<file path="config.mk">
export PLATFORM = sky130hd
export DESIGN_NAME = serial_cla_adder
export DESIGN_NICKNAME = d
export VERILOG_FILES = /design/src/rtl/serial_cla_adder.sv
export SDC_FILE = /design/constraint.sdc
export NUM_CORES = 1
export LEC_CHECK = 0
export CAP_MARGIN = 20
export CORE_UTILIZATION = 50
export CTS_CLUSTER_SIZE = 24
export DETAILED_ROUTE_END_ITERATION = 8
export GPL_ROUTABILITY_DRIVEN = 0
export PLACE_DENSITY_LB_ADDON = 0.2
export SETUP_SLACK_MARGIN = 0.1
export SLEW_MARGIN = 20
export SYNTH_ARGS = -nofsm -noshare
export SYNTH_HDL_FRONTEND = slang
export SYNTH_HIERARCHICAL = 1
export SYNTH_SLANG_ARGS = --single-unit
</file>
<file path="constraint.sdc">
create_clock -name clk -period 4.9 [get_ports clk]
set_clock_uncertainty 0.1 [all_clocks]
set_input_delay 0.98 -clock clk [delete_from_list [all_inputs] [get_ports clk]]
set_output_delay 0.98 -clock clk [all_outputs]
set_load 0.03 [all_outputs]
</file>
<file path="src/rtl/serial_cla_adder.sv">
// Nibble-serial WIDTH-bit adder built around a single 4-bit lookahead slice.
// Contains laca_4_bit (combinational slice) and serial_cla_adder (top).

module laca_4_bit (
  input  logic [3:0] n1,
  input  logic [3:0] n2,
  input  logic       c0,
  output logic [3:0] sum,
  output logic       carry
);

  logic [3:0] g;
  logic [3:0] p;
  logic [4:0] c;

  // Generate/propagate with fully expanded lookahead carries
  always_comb begin
    g    = n1 & n2;
    p    = n1 ^ n2;
    c[0] = c0;
    c[1] = g[0] | (p[0] & c0);
    c[2] = g[1] | (p[1] & g[0]) | (p[1] & p[0] & c0);
    c[3] = g[2] | (p[2] & g[1]) | (p[2] & p[1] & g[0]) | (p[2] & p[1] & p[0] & c0);
    c[4] = g[3] | (p[3] & g[2]) | (p[3] & p[2] & g[1]) | (p[3] & p[2] & p[1] & g[0])
         | (p[3] & p[2] & p[1] & p[0] & c0);
    sum   = p ^ c[3:0];
    carry = c[4];
  end

endmodule

module serial_cla_adder #(
  parameter int unsigned WIDTH = 16
) (
  input  logic             clk,
  input  logic             rst_n,
  input  logic             start,
  input  logic [WIDTH-1:0] n1,
  input  logic [WIDTH-1:0] n2,
  input  logic             c0,
  output logic             busy,
  output logic             done,
  output logic [WIDTH-1:0] sum,
  output logic             carry,
  output logic             overflow
);

  localparam int unsigned NIB = WIDTH / 4;
  localparam int unsigned IW  = (NIB > 1) ? $clog2(NIB) : 1;
  localparam logic [IW-1:0] LAST = IW'(NIB - 1);

  typedef enum logic [1:0] {IDLE, RUN, DONE} state_t;

  state_t           state;
  state_t           state_nxt;
  logic [WIDTH-1:0] a_sh;
  logic [WIDTH-1:0] b_sh;
  logic             cin;
  logic [IW-1:0]    idx;
  logic [3:0]       s_sum;
  logic             s_carry;
  logic             last;
  logic             accept;
  logic             c_msb;

  laca_4_bit u_slice (
    .n1    (a_sh[3:0]),
    .n2    (b_sh[3:0]),
    .c0    (cin),
    .sum   (s_sum),
    .carry (s_carry)
  );

  assign last   = (state == RUN) && (idx == LAST);
  assign accept = start && ((state == IDLE) || (state == DONE));
  // Carry into the MSB recovered from the top bit's operands and sum
  assign c_msb  = a_sh[3] ^ b_sh[3] ^ s_sum[3];

  // Status flags decoded from the state register only
  assign busy = (state == RUN);
  assign done = (state == DONE);

  // State register
  always_ff @(posedge clk or negedge rst_n) begin
    if (!rst_n) state <= IDLE;
    else        state <= state_nxt;
  end

  // Next-state logic
  always_comb begin
    state_nxt = state;
    case (state)
      IDLE:    if (start) state_nxt = RUN;
      RUN:     if (last)  state_nxt = DONE;
      DONE:    state_nxt = start ? RUN : IDLE;
      default: state_nxt = IDLE;
    endcase
  end

  // Operand capture, nibble stepping and result assembly
  always_ff @(posedge clk or negedge rst_n) begin
    if (!rst_n) begin
      a_sh     <= '0;
      b_sh     <= '0;
      cin      <= 1'b0;
      idx      <= '0;
      sum      <= '0;
      carry    <= 1'b0;
      overflow <= 1'b0;
    end else if (accept) begin
      a_sh     <= n1;
      b_sh     <= n2;
      cin      <= c0;
      idx      <= '0;
      sum      <= '0;
      carry    <= 1'b0;
      overflow <= 1'b0;
    end else if (state == RUN) begin
      for (int unsigned i = 0; i < NIB; i++) begin
        if (idx == IW'(i)) sum[4*i +: 4] <= s_sum;
      end
      a_sh <= a_sh >> 4;
      b_sh <= b_sh >> 4;
      cin  <= s_carry;
      if (last) begin
        idx      <= '0;
        carry    <= s_carry;
        overflow <= s_carry ^ c_msb;
      end else begin
        idx <= idx + IW'(1);
      end
    end
  end

endmodule

</file>
==> impl_metrics.toml <==
[outcome]
run_status = "finished clean"

[worst_setup_path]
path_cells = "nand2b_2 -> inv_6 -> clkdlybuf4s50_1"
cp-startpoint = "state[0]"
endpoint = "busy"
critPathMaxStageDelay_ps = 740
worstSetupPathType = "flop to output pin"
crit-reg2reg-launch = "a_sh[2]"
cp_max_fo = 40
cp_data_arrival_time_ps = 2370
worst_path_max_delay_cell = "clkdlybuf4s50_1"
reg2reg_to = "overflow"
start_kind = "flop"
regToRegSetupSlack_ps = 2690
cp-end-kind = "output pin"
reg2reg_depth = 7
cp.required_ps = 3820

[clock_tree]
cts_buffers = 5
path_clk_slew_ps = 90
clock-sinks = 55
clockRootBuffer = "clkbuf_8"
ctsResizeCount = 0
clk_latency_ps = 310
postCtsSetupBuffers = 0
cts_hold_buffers = 0
htreeDepth = 2
cts_tree = "done"
cts_max_path_buffers = 2

[drt]
ant_nets = 0
vias = 1988
viasPerCell = 5.43
wl_per_cell_um = 14.2
drt-pass1-iter-count = 4
drc = 0
drt_wl_total_um = 5200
drt_iter0_drc = 125

[finish]
nets = 344
layout-drive-gt1-share = 0.0435
area_delta_synth_final_pct = 25.4
diodes = 0
n_fill_cell = 439

[logic_synthesis]
synth_cells = 252
netlist_top_cells_count = "dfrtp_1, nand2_1, nand3_1"
yosys-top-cells-area = "dfrtp_1, nand2_1, nand3_1, a22oi_1, ha_1"
ys_seq_area_frac = 0.539
synth_edf_count = 0
ys_seq_elements = 55
ys.flop_type = "dfrtp_1"
synth_area_um2 = 2550
synth_top_area_frac = 0.539
yosysTopAreaCell = "dfrtp_1"
synth_nets = 297
ys_warn_count = 6
avgSynthCellArea_um2 = 10.1
yosysMostFrequentCell = "dfrtp_1"
synth.distinct_cells = 28
synthArstFlopShare = 1.00

[global_route]
grt_max_degree = 56
grt_pass1_wl_um = 8880
overflow = 0
first_global_vias = 1854
antenna_found_initial = 0
grt_usage = 0.220

[pwr]
p_total_w = 0.00214
vdd_drop_max_uv = 314
powerDensity_nw_per_um2 = 668
p_leak_nw = 1.49

[floorplan]
fp-row-count = 25
dieArea_um2 = 5400
initial_core_util = 0.530
die_w_um = 73.5
core_um2 = 4820
die_h_um = 73.5
io-pin-count = 56

[timing]
post-route-period-util = 0.704
slew_viol_final = 0
finalCriticalPeriod_ps = 3450
grt_setup_unrepaired = "false"
max_slew_margin = 0.311
tns_ps = 0
setup_viol = 0
timing_worst_slew_pin_value_ps = 1030
fmax_mhz = 290
hold_viol_final = 0

[placement]
dp_hpwl_um = 3440
port-buffer-count = 55

[min_path]
worst_hold_path_type = "flop to flop"

[job]
maxCapViolations = 0
==> per-stage QoR <==
step | utilization | instance area (um^2) | setup WS (ps) | hold slack [ps] | cells
after floorplan | - | 2550 | 2810 | 366 | 252
after global placement | 0.644 | 3100 | 1830 | 380 | 359
after detailed placement | 0.644 | 3100 | 1780 | 385 | 359
after CTS | 0.665 | 3200 | 1450 | 410 | 366
after global routing | 0.665 | 3200 | 1310 | 430 | 366
final | 0.665 | 3200 | 1450 | 407 | 366
==> worst min path at each step <==
stage,start,cells past startpoint,end
after floorplan,b_sh[12],1,b_sh[12]
after global placement,a_sh[9],2,a_sh[5]
after detailed placement,a_sh[12],1,a_sh[12]
after CTS,b_sh[12],1,b_sh[12]
after global routing,b_sh[14],1,b_sh[14]
final,b_sh[12],1,b_sh[12]
==> placed cells by master, fill, tap and decap left out, types with 2 or more instances in the layout <==
cell / synthesis / final
a21o_1: 4 / 4
a21oi_1: 14 / 14
a22o_1: 10 / 10
a22oi_1: 16 / 16
a31oi_1: 8 / 8
buf_4: 1 / 2
clkbuf_8: 0 / 5
clkdlybuf4s50_1: 0 / 54
dfrtp_1: 55 / 55
ha_1: 8 / 8
inv_1: 7 / 7
mux2i_1: 5 / 5
nand2_1: 45 / 45
nand3_1: 29 / 29
nand3b_1: 4 / 4
nor2_1: 13 / 13
o21ai_0: 2 / 2
xnor2_1: 5 / 5
==> cells by family after synthesis <==
family	count (synthesis)	synth area share
fa+ha+maj	9	0.0470
flops	55	0.539
mux	5	0.0196
xor+xnor	6	0.0206
simple gates	97	0.171
buf+inv	25	0.0549
compound gates	55	0.147
==> where the power goes <==
part / switching, W / internal (W)
Combinational: 0.000651 / 0.000441
Clock: 0.000140 / 0.000150
Sequential: 0.000118 / 0.000639
==> cell type report <==
class                           count  area, um^2  area share
Timing Repair Buffer               57         561       0.175
Clock buffer                        6        72.6      0.0227
Inverter                            8        35.0      0.0109
Sequential cell                    55        1380       0.430
Clock inverter                      1        30.0     0.00938
Multi-Input combinational cell    172        1040       0.326
Tap cell                           67        83.8      0.0262
==> state kept, by name (all words and copies together) (netlist names) <==
register / flops
a_sh: 16
b_sh: 16
carry: 1
cin: 1
idx: 2
overflow: 1
state: 2
sum: 16
==> routing by layer <==
layer / GRT usage / part of all wire / vias up
li1: - / - / 969
met3: 0.0453 / 0.040 / 4
met5: 0 / 0 / -
met2: 0.348 / 0.49 / 62
met4: 0.0705 / 0.0071 / 0
met1: 0.304 / 0.46 / 953
==> critical path, delay by kind of cell (launching register included) <==
kind,cells,cell delay [ps]
and+or+nand+nor,1,400
buffers and inverters,2,1140
DFF,1,510
Power figures use the tool's default switching activity.
